**src/rtl/vp_pkg.sv**
```systemverilog
// vp_pkg: shared register-reference types and sizing for the vector pipeline.
package vp_pkg;
  localparam int REG_IDX_W = 4;
  localparam int NREG = 16;
  typedef enum logic {BANK_SCALAR = 1'b0, BANK_VECTOR = 1'b1} bank_t;
  typedef struct {logic en; bank_t bank; logic [REG_IDX_W-1:0] idx;} reg_ref_t;
  function automatic logic [REG_IDX_W:0] flat_idx(reg_ref_t r);
    return {r.bank, r.idx};
  endfunction
endpackage

```
**src/rtl/sb_counter.sv**
```systemverilog
// sb_counter: saturating up/down outstanding-write counter with clear.
module sb_counter #(
  parameter int W = 2
) (
  input  logic         clk,
  input  logic         rst_n,
  input  logic         inc,
  input  logic         dec,
  input  logic         clr,
  output logic [W-1:0] cnt,
  output logic         nz
);
  assign nz = |cnt;
  always_ff @(posedge clk or negedge rst_n)
    if (!rst_n) cnt <= '0;
    else if (clr) cnt <= '0;
    else if (inc && !(dec && nz) && !(&cnt)) cnt <= cnt + W'(1);
    else if (dec && nz && !inc) cnt <= cnt - W'(1);
endmodule

```
**src/rtl/hazard_scoreboard.sv**
```systemverilog
// hazard_scoreboard: RAW/WAW interlock tracking in-flight scalar and vector destinations.
module hazard_scoreboard
  import vp_pkg::*;
#(
  parameter int CNT_W  = 2,
  parameter int PERF_W = 16
) (
  input  logic              clk,
  input  logic              rst_n,
  input  logic              id_valid,
  input  logic [3:0]        id_src1,
  input  logic              id_src1_vec,
  input  logic              id_src1_en,
  input  logic [3:0]        id_src2,
  input  logic              id_src2_vec,
  input  logic              id_src2_en,
  input  logic [3:0]        id_dst,
  input  logic              id_dst_vec,
  input  logic              id_dst_en,
  output logic              id_stall,
  output logic              issue,
  input  logic              wb_valid,
  input  logic [3:0]        wb_dst,
  input  logic              wb_dst_vec,
  input  logic              flush,
  output logic [NREG-1:0]   pend_s,
  output logic [NREG-1:0]   pend_v,
  output logic [PERF_W-1:0] stall_cnt,
  output logic              err
);
  localparam logic [CNT_W-1:0] CMAX = '1;
  logic [CNT_W-1:0] cnt [2*NREG];
  logic [2*NREG-1:0] nz;
  reg_ref_t s1, s2, d;
  logic [REG_IDX_W:0] wb_idx, d_idx;
  logic s1_haz, s2_haz, d_haz;
  assign s1 = '{en: id_src1_en, bank: bank_t'(id_src1_vec), idx: id_src1};
  assign s2 = '{en: id_src2_en, bank: bank_t'(id_src2_vec), idx: id_src2};
  assign d  = '{en: id_dst_en,  bank: bank_t'(id_dst_vec),  idx: id_dst};
  assign d_idx  = flat_idx(d);
  assign wb_idx = {wb_dst_vec, wb_dst};
  // Hazards look only at registered counts, so a same-cycle writeback never bypasses.
  assign s1_haz = s1.en & nz[flat_idx(s1)];
  assign s2_haz = s2.en & nz[flat_idx(s2)];
  assign d_haz  = d.en & (cnt[d_idx] == CMAX);
  assign id_stall = id_valid & (s1_haz | s2_haz | d_haz | flush);
  assign issue    = id_valid & ~id_stall;
  for (genvar i = 0; i < 2*NREG; i++) begin : g_cnt
    sb_counter #(.W(CNT_W)) u_cnt (
      .clk  (clk),
      .rst_n(rst_n),
      .inc  (issue & id_dst_en & (d_idx == (REG_IDX_W+1)'(i))),
      .dec  (wb_valid & (wb_idx == (REG_IDX_W+1)'(i))),
      .clr  (flush),
      .cnt  (cnt[i]),
      .nz   (nz[i])
    );
  end
  assign pend_s = nz[NREG-1:0];
  assign pend_v = nz[2*NREG-1:NREG];
  always_ff @(posedge clk or negedge rst_n)
    if (!rst_n) begin
      stall_cnt <= '0;
      err       <= 1'b0;
    end else begin
      if (id_stall && !(&stall_cnt)) stall_cnt <= stall_cnt + PERF_W'(1);
      if (wb_valid && !flush && !nz[wb_idx]) err <= 1'b1;
    end
endmodule

```
**config.mk**
```make
export PLATFORM = sky130hd
export DESIGN_NAME = hazard_scoreboard
export DESIGN_NICKNAME = d
export VERILOG_FILES = /design/src/rtl/vp_pkg.sv /design/src/rtl/sb_counter.sv /design/src/rtl/hazard_scoreboard.sv
export SDC_FILE = /design/constraint.sdc
export NUM_CORES = 1
export LEC_CHECK = 0
export ABC_CLOCK_PERIOD_IN_PS = 2950
export CAP_MARGIN = 10
export CELL_PAD_IN_SITES_DETAIL_PLACEMENT = 1
export CELL_PAD_IN_SITES_GLOBAL_PLACEMENT = 1
export CORE_MARGIN = 5
export CORE_UTILIZATION = 40
export DETAILED_ROUTE_END_ITERATION = 7
export PLACE_DENSITY = 0.75
export SETUP_SLACK_MARGIN = 0.1
export SYNTH_ARGS = -nofsm -noshare
export SYNTH_HDL_FRONTEND = slang
export SYNTH_SLANG_ARGS = --single-unit
export TNS_END_PERCENT = 100
```
**constraint.sdc**
```tcl
create_clock -name clk -period 2.95 [get_ports clk]
set_clock_uncertainty 0.05 [all_clocks]
set_input_delay 0.4425 -clock clk [delete_from_list [all_inputs] [get_ports clk]]
set_output_delay 0.4425 -clock clk [all_outputs]
set_load 0.01 [all_outputs]
```
Yosys cells after proc, flatten, opt, wreduce, memory -nomap -nowiden
Cells that the tools add are included.
- bits in registers: 81
- bits of input ports: 28
- output and inout bits: 51
- word-level logic and storage cells: 675
- $add $sub $neg: 65
- order comparisons: 4
- eq/ne operators: 63
- muxes and demuxes: 105
- bitwise gates (word level): 75
- reduce and logical (&&, ||, !) cells: 329
- operators by type and width (cell ; count):
    2-to-1 mux 2 bit ; 98
    == test 5 bit, second input constant ; 32
    logical AND 1 bit ; 131
    logical NOT 1 bit ; 99
    nonzero test 3 bit ; 32
    == test 5 x 4 -> 1 bit, second input constant ; 16
    AND 1 bit ; 70
    adder 2 x 1 -> 2 bit, second input constant ; 32
    AND reduction 2 bit ; 32
    OR reduction 2 bit ; 32
    subtractor 2 x 1 -> 2 bit, second input constant ; 32
    == test 5 x 3 -> 1 bit, second input constant ; 8
    == test 5 x 2 -> 1 bit, second input constant ; 4
    less-than comparator 5 x 6 -> 1 bit, second input constant ; 3
    adder 16 x 1 -> 16 bit, second input constant ; 1
    AND reduction 16 bit ; 1
    binary-select mux 1 bit (select 5 bit) ; 3
    binary-select mux 2 bit (select 5 bit) ; 1
    == test 5 x 1 -> 1 bit, second input constant ; 2
    logical NOT 5 bit ; 2
    greater-or-equal comparator 6 bit, second input constant ; 1
    NOT 5 -> 6 bit ; 1
    2-to-1 mux 1 bit ; 3
    bitwise OR 1 bit ; 3
    2 further kinds ; 2

Longest topological paths before layout
Gate-level depths: netlist of run 1.
- depth after elaboration: 18
- depth in mapped cells: 11
- gate-level depth less buffers: 8

By module
A second synthesis of run 1 with hierarchy kept.
- cell total of the unflattened synthesis: 766
- area total of the unflattened synthesis: 6587.6 sq um
- modules (own cells, without submodules) (module ; times used ; cells an instance ; area an instance (sq um) ; seq. area each (sq um)):
    sb_counter (g_cnt[0].u_cnt ...) ; 31 ; 14 ; 125.1 ; 50.0
    hazard_scoreboard ; 1 ; 319 ; 2595.0 ; 425.4
    sb_counter (g_cnt[9].u_cnt) ; 1 ; 13 ; 113.9 ; 50.0

Worst setup path after synthesis of run 1
Ideal clock, no wire load.
- path type: input port to flip-flop
- start: input id_dst[1]
- end: register stall_cnt[1]
- setup time: 0.125 ns
- arrival: 2.666 ns
- data required time: 2.775 ns
- slack: 0.109 ns
- cell stages on the path: 10
- buffers on the path: 3
- path through: buf_4 or2_1 buf_2 a311oi_2 a2111oi_2 a211oi_4 a21oi_2 o311ai_4 buf_6 mux2_2
- longest elaborated chain between the ends: 10
- RTL lines (element ; RTL line ; RTL):
    from (decl) ; hazard_scoreboard.sv:17 ; input logic [3:0] id_dst,
    NOT 5 -> 6 bit (implied by the code) ; hazard_scoreboard.sv:45 ; assign d_haz = d.en & (cnt[d_idx] == CMAX);
    binary-select mux 2 bit (select 5 bit) ; hazard_scoreboard.sv:45 ;
    2-to-1 mux 2 bit (implied by the code) (2 in a row) ; hazard_scoreboard.sv:45 ;
    == test 2 bit ; hazard_scoreboard.sv:45 ;
    AND 1 bit ; hazard_scoreboard.sv:45 ;
    bitwise OR 1 bit (2 in a row) ; hazard_scoreboard.sv:46 ; assign id_stall = id_valid & (s1_haz | s2_haz | d_haz | flush);
    AND 1 bit ; hazard_scoreboard.sv:46 ;
    logical AND 1 bit ; hazard_scoreboard.sv:66 ; if (id_stall && !(&stall_cnt)) stall_cnt <= stall_cnt + PERF_W'(1);
    to (signal assigned) ; hazard_scoreboard.sv:66 ;
    to (decl) ; hazard_scoreboard.sv:28 ; output logic [PERF_W-1:0] stall_cnt,
Every way passes these cells. The select of a mux whose other input is x is not followed.
A chain may end at the register's enable or synchronous reset.

Worst setup path in the final report of run 1
- start: input id_src2[0]
- end: register stall_cnt[7]
- longest elaborated chain between the ends: 8
- RTL lines (element ; RTL line ; RTL):
    from (decl) ; hazard_scoreboard.sv:14 ; input logic [3:0] id_src2,
    binary-select mux 1 bit (select 5 bit) ; hazard_scoreboard.sv:44 ; assign s2_haz = s2.en & nz[flat_idx(s2)];
    2-to-1 mux 1 bit (implied by the code) ; hazard_scoreboard.sv:44 ;
    AND 1 bit ; hazard_scoreboard.sv:44 ;
    bitwise OR 1 bit (3 in a row) ; hazard_scoreboard.sv:46 ;
    AND 1 bit ; hazard_scoreboard.sv:46 ;
    logical AND 1 bit ; hazard_scoreboard.sv:66 ;
Every way passes these cells. The select of a mux whose other input is x is not followed.

==> results of run 1 <==
-- area by class of cell --
| class | count | area share, % |
|---|---|---|
| tap | 225 | 2.63 |
| multi-input combinational | 637 | 47.0 |
| clock inverter | 7 | 0.735 |
| inverter | 39 | 1.37 |
| sequential | 81 | 19.0 |
| clock buffer | 9 | 2.10 |
| timing repair buffer | 323 | 27.1 |
-- synthesized netlist by cell type, types with 9 or more instances --
| cell type | number |
|---|---|
| nor2_1 | 100 |
| dfrtp_1 | 81 |
| nand2_1 | 62 |
| nor3_1 | 43 |
| a21oi_1 | 42 |
| inv_1 | 38 |
| buf_4 | 36 |
| o21ai_0 | 35 |
| nor3b_1 | 32 |
| xnor2_1 | 30 |
| nand3_1 | 26 |
| and2_1 | 23 |
| nand4_1 | 23 |
| clkbuf_1 | 22 |
| nor4_1 | 18 |
| o2111ai_1 | 18 |
| mux4_2 | 17 |
| xor2_1 | 16 |
| buf_2 | 12 |
| nand2b_1 | 12 |
| and3_1 | 11 |
| or2_2 | 10 |
| or3_1 | 10 |
| nor2b_1 | 9 |
-- kinds of logic after synthesis --
| group | share of synthesized area (%) |
|---|---|
| AOI/OAI and AO/OA | 15.8 |
| xor gates and xnor gates | 5.83 |
| adders and majority gates | 0.181 |
| buffers and inverters | 8.91 |
| DFF | 29.3 |
| muxes | 6.96 |
| and+or+nand+nor | 33.0 |
-- sequential cells by signal, indices dropped and copies added, names as in the netlist --
register	flops
err	1
g_cnt.u_cnt.cnt	64
stall_cnt	16
-- per-layer routing --
layer  wire length [µm]  share of wire (%)
met1              13000                 36
met2              17000                 47
met3               3650                 10
met4               2490                6.9
met5                  8              0.022
-- path summary, 6_finish.rpt --
kind                            cells past startpoint  slack [ps]                     end                   start
worst min register to register                      1         450            stall_cnt[4]            stall_cnt[4]
worst max-delay path                               16        -310            stall_cnt[7]              id_src2[0]
worst max register to register                     15        -270            stall_cnt[7]  g_cnt[15].u_cnt.cnt[1]
max in group asynchronous                           2        1940  g_cnt[30].u_cnt.cnt[1]                   rst_n
min in group clk                                    1         450            stall_cnt[4]            stall_cnt[4]
worst min-delay path                                1          90  g_cnt[10].u_cnt.cnt[1]                   rst_n
-- where the power goes --
part	internal (µW)	leakage, µW	switching, µW
Sequential	1150	0.00109	61.4
Combinational	415	0.00320	515
Clock	610	0.000151	613
-- worst max-delay path: stages --
cell	delay, ps
clkdlybuf4s15_2	220
bufbuf_16	270
buf_4	120
nor3b_1	230
o21ai_0	170
a41oi_1	240
a211o_1	200
nand4_4	170
buf_6	180
buf_8	140
buf_6	120
o311ai_4	390
clkbuf_16	240
buf_12	110
nor3_4	40
xor2_1	180
-- repair_timing --
action | CTS | global route
buffers inserted | 32 | 28
pin swaps | 24 | 87
cloned | 2 | 3
gates resized for setup | 109 | 132
endpoints found under the setup margin | 79 | 72
-- metrics by stage --
step	hold slack (ps)	util, %	area, µm²	setup slack [ps]	power (µW)
final	90.2	62.7	10700	-307	3370
after global routing	118	62.7	10700	-329	3460
after CTS	110	57.6	9850	-64.2	3190
after detailed placement	432	52.1	8910	-828	1920
after global placement	399	52.1	8910	-810	1900
after floorplan	96.9	-	6910	109	1540
==> run metrics, run 1 <==
outcome finished with violations; failing checks negative setup slack; number of global-route vias before repair approximately 8.6k; grt total ovfl 0; DP Wirelength between 20000 and 25000 µm; Ports 79; area grow syn2layout 55.3%; most frequent cells in the layout buf_4, nor2_1, dfrtp_1; yosys warns 0; Synth Instances 834; port bufs 78; initial drt markers just over 800; Final Critical Period 3260 ps; Reg area 2040 µm²; mapped cell area a little under 7000 µm²; Die Y approximately 140 µm; ys flop type dfrtp_1; fmax approximately 0.31 GHz; Ant. Diodes 0; CTS tree built; largest net degree at the start of global routing 61; Net Count, Synth 863; syn_area_per_cell 8.28 µm²; final cell count without fillers roughly 1.3k; Reg clk slew, reported paths 80 ps; # placed instances roughly 1.2k; Final WS setup -307 ps; Die Wd 141 µm; CTS H-tree lvls 3; sequential share of the synthesized area 29.3%; Yosys top cell by area dfrtp_1; DRT Wirelength between 30000 and 40000 µm; via count between 8k and 9k; GR Util met2 a little over half; GP Congestion 0.974; GRT busiest layer met2; pwr dens about 310 nW/µm²; largest cells by area after synthesis dfrtp_1, mux4_2, nor2_1; setup TNS -6340 ps; # nets final 1120; die area roughly 20000 µm²; Detail Route Antenna Nets 0; core area 17100 µm²; DRC viols 0; CP Data Required Time approximately 3200 ps; VDD IR-drop max roughly 360 µV; clk buf depth 2; Global Route Usage Sum roughly 32%; Data arrival, critical path about 3500 ps; CTS sink cnt approximately 80; most common cell after layout, fill and taps aside buf_4; CP startpoint kind primary input; initial antenna violation count 1; vias per cell around 6.4; wire length per cell 27.3 µm; Unique masters post-synth 76; crit path kind in -> reg; hold crit path type in -> async; met1 global-route usage 38.8%; Root Driver clkbuf_16; Fin. Hold Viols 0; first-pass GRT wire length 49400 µm; period utilization 110%; DR pass1 iterations 5; leak pwr 0.00444 µW; Multi-input gate area 5040 µm²; crit-path max FO 5; layout cells sized above 1 40.8%; Least-Margin Pin Slew about 900 ps; Rel. slew slack 40.2%; # rows 48; ys async rst share 100%; number of max-cap violations 0; Initial Utilization 40.4%; Worst setup EP type flop; clock latency on the worst-skew pair 370 ps; met3 Usage GRT 7.25%; RSZ-0062 raised after global routing true; EDFF count, synth 0; flops & latches, synth 81; fillers 1930; Hold-fix buffers, CTS 0; Setup-failing EPs final 48; CTS buffer count 9; pins over their slew limit 0; top-area cell type share of the netlist area roughly 30%
No activity file was read; power rests on OpenSTA's default activity.
==> run 2, diff against run 1 <==
--- a/config.mk
+++ b/config.mk
@@ -7,12 +7,11 @@
 export LEC_CHECK = 0
 export ABC_CLOCK_PERIOD_IN_PS = 2950
 export CAP_MARGIN = 10
-export CELL_PAD_IN_SITES_DETAIL_PLACEMENT = 1
-export CELL_PAD_IN_SITES_GLOBAL_PLACEMENT = 1
 export CORE_MARGIN = 5
 export CORE_UTILIZATION = 40
+export CTS_CLUSTER_SIZE = 8
 export DETAILED_ROUTE_END_ITERATION = 7
-export PLACE_DENSITY = 0.75
+export PLACE_DENSITY = 0.66
 export SETUP_SLACK_MARGIN = 0.1
 export SYNTH_ARGS = -nofsm -noshare
 export SYNTH_HDL_FRONTEND = slang
==> run 2 against run 1 <==
Routed wire length fell by 26%; combinational power fell by 17%; the flow still finishes with violations (negative setup slack); sequential share of layout area rose by 1.7 points; clock power rose by 3%; sequential power barely moved.
==> run metrics, run 2 (same netlist as run 1, synthesis figures left out) <==
outcome finished with violations (unchanged); failing checks negative setup slack (unchanged); clk buf depth 2 (unchanged); GP Congestion 1.01 (was 0.974); max reg flops 64 (unchanged); CP Cell Sequence or2_1 -> mux4_2 -> nor3_4 -> or4_4 -> nand4_4 -> o31a_4 -> buf_6 (was clkdlybuf4s15_2 -> bufbuf_16 -> buf_4 -> nor3b_1 -> o21ai_0 -> a41oi_1 -> a211o_1 -> nand4_4 -> buf_6 -> buf_8 -> buf_6 -> o311ai_4 -> clkbuf_16 -> buf_12 -> nor3_4 -> xor2_1); total power 3250 µW (was 3370 µW); wire length per cell 21.3 µm (was 27.3 µm); fmax 0.338 GHz (was 0.307 GHz); VDD IR-drop max 382 µV (was 357 µV); Root Driver clkbuf_16 (unchanged); DRC viols 0 (unchanged); CTS H-tree lvls 3 (unchanged); Largest regs g_cnt.u_cnt.cnt (64), stall_cnt (16), err (1) (unchanged); # rows 48 (unchanged); core area 17100 µm² (unchanged); number of global-route vias before repair 7225 (was 8639); Final WS setup -10.7 ps (was -307 ps); Data arrival, critical path 2470 ps (was 3460 ps); vias per cell 5.99 (was 6.42); worst reg2reg setup slack 70 ps (was -270 ps); Reg area 2030 µm² (was 2040 µm²); DR pass1 iterations 5 (unchanged); Least-Margin Pin Slew 836 ps (was 898 ps); Reg clk slew, reported paths 60 ps (was 80 ps); initial drt markers 945 (was 826); Critical Path Max Stage Delay 510 ps (was 390 ps); Top delay family on crit path simple AND/OR/NAND/NOR gates (was buffers and inverters); Setup WS pre-CTS -708 ps (was -828 ps); CP Launch Point g_cnt[17].u_cnt.cnt[0] (was id_src2[0]); master of the slowest instance on the critical path mux4_2 (was o311ai_4); WP depth 7 (was 16); largest register by flop count g_cnt.u_cnt.cnt (unchanged); # placed instances 1225 (was 1242); number of max-cap violations 0 (unchanged); Multi-input gate area 4710 µm² (was 5040 µm²); crit path kind reg -> out (was in -> reg); reg-to-reg startpoint g_cnt[31].u_cnt.cnt[1] (was g_cnt[15].u_cnt.cnt[1]); worst reg2reg path depth 10 (was 15); DP Wirelength 19300 µm (was 23100 µm); CP startpoint kind flop (was primary input); CTS buffer count 9 (unchanged); most frequent cells in the layout buf_4, nor2_1, dfrtp_1 (unchanged); pins over their slew limit 0 (unchanged); pwr dens 331 nW/µm² (was 314 nW/µm²); Die Y 141 µm (unchanged); leak pwr 0.00403 µW (was 0.00444 µW); Ant. Diodes 0 (unchanged); CP bufs+invs 1 (was 8); Detail Route Antenna Nets 0 (unchanged); final cell count without fillers 1258 (was 1321); Initial Utilization 40.4% (unchanged); CP Data Required Time 2460 ps (was 3150 ps); period utilization 100% (was 110%); largest net degree at the start of global routing 61 (unchanged); most common cell after layout, fill and taps aside buf_4 (unchanged); Global Route Usage Sum 26.2% (was 32.0%); DRT Wirelength 26700 µm (was 36100 µm); crit-path max FO 3 (was 5); layout cells sized above 1 31.4% (was 40.8%); Rel. slew slack 44.2% (was 40.2%); Worst setup EP type output pin (was flop); die area 20000 µm² (unchanged); via count 7532 (was 8484); # nets final 1058 (was 1120); clock latency on the worst-skew pair 360 ps (was 370 ps); first-pass GRT wire length 40800 µm (was 49400 µm); area grow syn2layout 42.0% (was 55.3%); hold crit path type in -> async (unchanged); Final Critical Period 2960 ps (was 3260 ps); grt total ovfl 0 (unchanged); setup TNS -10.7 ps (was -6340 ps); CTS tree built (unchanged); CTS sink cnt 81 (unchanged); Die Wd 141 µm (unchanged); Setup-failing EPs final 1 (was 48); fillers 1551 (was 1930); worst setup path endpoint id_stall (was stall_cnt[7]); Fin. Hold Viols 0 (unchanged); capture point of the worst reg-to-reg path stall_cnt[1] (was stall_cnt[7]); initial antenna violation count 0 (was 1); Final Hold Slack 135 ps (was 90.2 ps); port bufs 78 (unchanged); RSZ-0062 raised after global routing true (unchanged); Ports 79 (unchanged)
## run 2: cell type report
| cell class | count | area share, % |
|---|---|---|
| well taps | 225 | 2.87 |
| inverters | 39 | 1.49 |
| repair buffers | 261 | 23.6 |
| clock buffers | 10 | 2.44 |
| flip-flops and latches | 81 | 20.7 |
| multi-input cells | 637 | 48.0 |
| clock inverters | 5 | 0.804 |
## run 2: report_power, final
group / switching [µW] / internal [µW] / leakage [µW]
Combinational: 425 / 352 / 0.00277
Sequential: 58.1 / 1150 / 0.00110
Clock: 499 / 761 / 0.000159
Total: 982 / 2270 / 0.00403
## run 2: worst min path at each step
stage / from / end / slack [ps]
final: rst_n / g_cnt[9].u_cnt.cnt[1] / 140
after global routing: rst_n / g_cnt[9].u_cnt.cnt[1] / 210
after CTS: rst_n / g_cnt[13].u_cnt.cnt[0] / 150
after detailed placement: err / err / 410
after global placement: err / err / 400
after floorplan: rst_n / err / 100
## run 2: stage by stage
| step | instance area (µm²) | util, % |
|---|---|---|
| final | 9810 | 57.3 |
| after global routing | 9810 | 57.3 |
| after global placement | 8800 | 51.4 |
| after floorplan | 6910 | - |
| after CTS | 9420 | 55.0 |
| after detailed placement | 8800 | 51.4 |
## run 2: repair_timing
item	in CTS	in global routing
buffers inserted	6	11
resized for setup	67	68
cloned	2	0
pin swaps	22	22
hold buffers	0	0
setup endpoints to repair	78	61
## run 2: routing by layer
layer | GRT usage (%) | share of wire, % | wire length [µm] | vias to the layer above
met5 | 0 | 0 | 0 | -
met4 | 11.7 | 4.1 | 1090 | 0
met3 | 6.24 | 10 | 2690 | 87
met2 | 39.7 | 44 | 11800 | 444
met1 | 35.6 | 42 | 11100 | 3598
li1 | - | - | - | 3403
==> run 3, diff against run 2 <==
--- a/config.mk
+++ b/config.mk
@@ -7,7 +7,6 @@
 export LEC_CHECK = 0
 export ABC_CLOCK_PERIOD_IN_PS = 2950
 export CAP_MARGIN = 10
-export CORE_MARGIN = 5
 export CORE_UTILIZATION = 40
 export CTS_CLUSTER_SIZE = 8
 export DETAILED_ROUTE_END_ITERATION = 7
==> run 3 against run 2 <==
Flip-flop and latch count stayed put; sequential power hardly changed; clock power is 6% higher; cell count is 0.72% higher; maximum frequency is 1.1% lower; the flow still finishes with violations (negative setup slack); via count is 1.2% lower; count of clock-buffer cells in the layout stayed put; register-to-register slack worse by 30 ps; global-route usage is 2.7 points higher; hold slack worse by 93 ps; highest routed layer unchanged.
==> run metrics, run 3 (same netlist as run 1, synthesis figures left out) <==
Setup WS pre-CTS -752 ps (was -708 ps); Reg clk slew, reported paths 60 ps (about the same); first-pass GRT wire length 39000 µm (was 40800 µm); VDD IR-drop max 326 µV (was 382 µV); CP Data Required Time 2460 ps (about the same); sw power 942 µW (was 982 µW); area grow syn2layout 41.6% (was 42.0%); Data arrival, critical path 2500 ps (was 2470 ps); failing checks negative setup slack (unchanged); internal power consumption 2350 µW (was 2270 µW); Area after DPL 8850 µm² (was 8800 µm²); number of max-cap violations 0 (unchanged); # nets final 1071 (was 1058); CTS H-tree lvls 3 (unchanged); CTS tree built (unchanged); hold crit path type in -> async (unchanged); post-route cell area 9780 µm² (was 9810 µm²); CP Cell Sequence clkdlybuf4s15_1 -> buf_4 -> nor3b_1 -> o21ai_1 -> a22oi_1 -> a311o_1 -> nand4_4 -> o31a_4 -> buf_6 (was or2_1 -> mux4_2 -> nor3_4 -> or4_4 -> nand4_4 -> o31a_4 -> buf_6); core area 16700 µm² (was 17100 µm²); number of global-route vias before repair 7014 (was 7225); most common cell after layout, fill and taps aside buf_4 (unchanged); Final Hold Slack 42.6 ps (was 135 ps); Fin. Hold Viols 0 (unchanged); largest register by flop count g_cnt.u_cnt.cnt (unchanged); Final WS setup -43.1 ps (was -10.7 ps); Die Y 133 µm (was 141 µm); layout cells sized above 1 31.4% (about the same); master of the slowest instance on the critical path o31a_4 (was mux4_2); Critical Path Max Stage Delay 410 ps (was 510 ps); DR pass1 iterations 6 (was 5); DRC viols 0 (unchanged); RSZ-0062 raised after global routing true (unchanged); clk buf depth 2 (unchanged); wire length per cell 20.2 µm (was 21.3 µm); Setup-failing EPs final 2 (was 1); DP Wirelength 19200 µm (was 19300 µm); initial drt markers 793 (was 945); Least-Margin Pin Slew 778 ps (was 836 ps); Die Wd 133 µm (was 141 µm); Worst setup EP type output pin (unchanged); outcome finished with violations (unchanged); CTS buffer count 9 (unchanged); Final Critical Period 2990 ps (was 2960 ps); power share of the clock group 40.8% (was 38.8%); via count 7439 (was 7532); die area 17800 µm² (was 20000 µm²); largest net degree at the start of global routing 61 (unchanged); GP Congestion 0.982 (was 1.01); leak pwr 0.00407 µW (was 0.00403 µW); post-layout util 58.6% (was 57.3%); crit-path max FO 6 (was 3); period utilization 101% (was 100%); grt total ovfl 0 (unchanged); Seq pwr share 36.8% (was 37.3%); Initial Utilization 41.4% (was 40.4%); Detail Route Antenna Nets 0 (unchanged); CTS sink cnt 81 (unchanged); Comb power frac 22.5% (was 23.9%); max reg flops 64 (unchanged); worst reg2reg setup slack 40 ps (was 70 ps); CP startpoint kind primary input (was flop); fmax 0.334 GHz (was 0.338 GHz); Global Route Usage Sum 28.9% (was 26.2%); pins over their slew limit 0 (unchanged); Rel. slew slack 48.1% (was 44.2%); port bufs 78 (unchanged); clock latency on the worst-skew pair 360 ps (about the same); # rows 47 (was 48); most frequent cells in the layout buf_4, nor2_1, dfrtp_1 (unchanged); Largest regs g_cnt.u_cnt.cnt (64), stall_cnt (16), err (1) (unchanged); initial antenna violation count 0 (unchanged); Ant. Diodes 0 (unchanged); Root Driver clkbuf_16 (unchanged); vias per cell 5.87 (was 5.99); crit path kind in -> out (was reg -> out); Sw Ratio 28.6% (was 30.2%); Hold-fix buffers, CTS 0 (unchanged); Ports 79 (unchanged); pwr dens 337 nW/µm² (was 331 nW/µm²); DRT Wirelength 25500 µm (was 26700 µm)
## run 3: final cells by class
type                       instances  area, µm²
clock buffer                      10        239
clock inverter                     6        115
fill                            1497       6920
inverter                          39        146
multi-input combinational        637       4590
sequential                        81       2030
tap                              220        275
timing repair buffer             274       2380
## run 3: routing by layer
layer	up-vias	wire length (µm)	global-route usage, %
met3	64	2560	7.61
li1	3413	-	-
met5	-	0	0
met2	400	11500	44.4
met4	0	880	11.6
met1	3562	10600	38.6
## run 3: worst paths after layout
path,depth (start not counted),start,end
min,1,rst_n,g_cnt[5].u_cnt.cnt[0]
min in group clk,1,err,err
max,9,id_src1[1],id_stall
max reg2reg,12,g_cnt[5].u_cnt.cnt[1],stall_cnt[9]
max in group asynchronous,2,rst_n,g_cnt[22].u_cnt.cnt[0]
min reg2reg,1,err,err
## run 3: what timing repair did
item                       in CTS  in global routing
gates cloned                    1                  0
setup buffers                   8                 13
setup endpoints to repair      78                 61
gates resized for setup        73                 42
pin swaps                      21                 19
## run 3: critical path: cells and delay by family
family	cells	cell delay [ps]
AO/OA/AOI/OAI	4	1050
buffers and inverters	3	640
AND/OR/NAND/NOR	2	370
## run 3: per-stage QoR
step,setup TNS [ps],std cells,power [µW]
global placement,-32920,1229,1890
detailed placement,-35550,1229,1890
floorplan,0,834,1540
global route,-436,1267,3410
CTS,0,1254,3270
finish,-63.5,1267,3290
## run 3: power by group through the flow
stage	clock (µW)	combinational [µW]	sequential (µW)
global route	1400	788	1220
detailed placement	0	664	1230
finish	1340	740	1210
floorplan	0	304	1240
CTS	1360	699	1210
global placement	0	656	1230
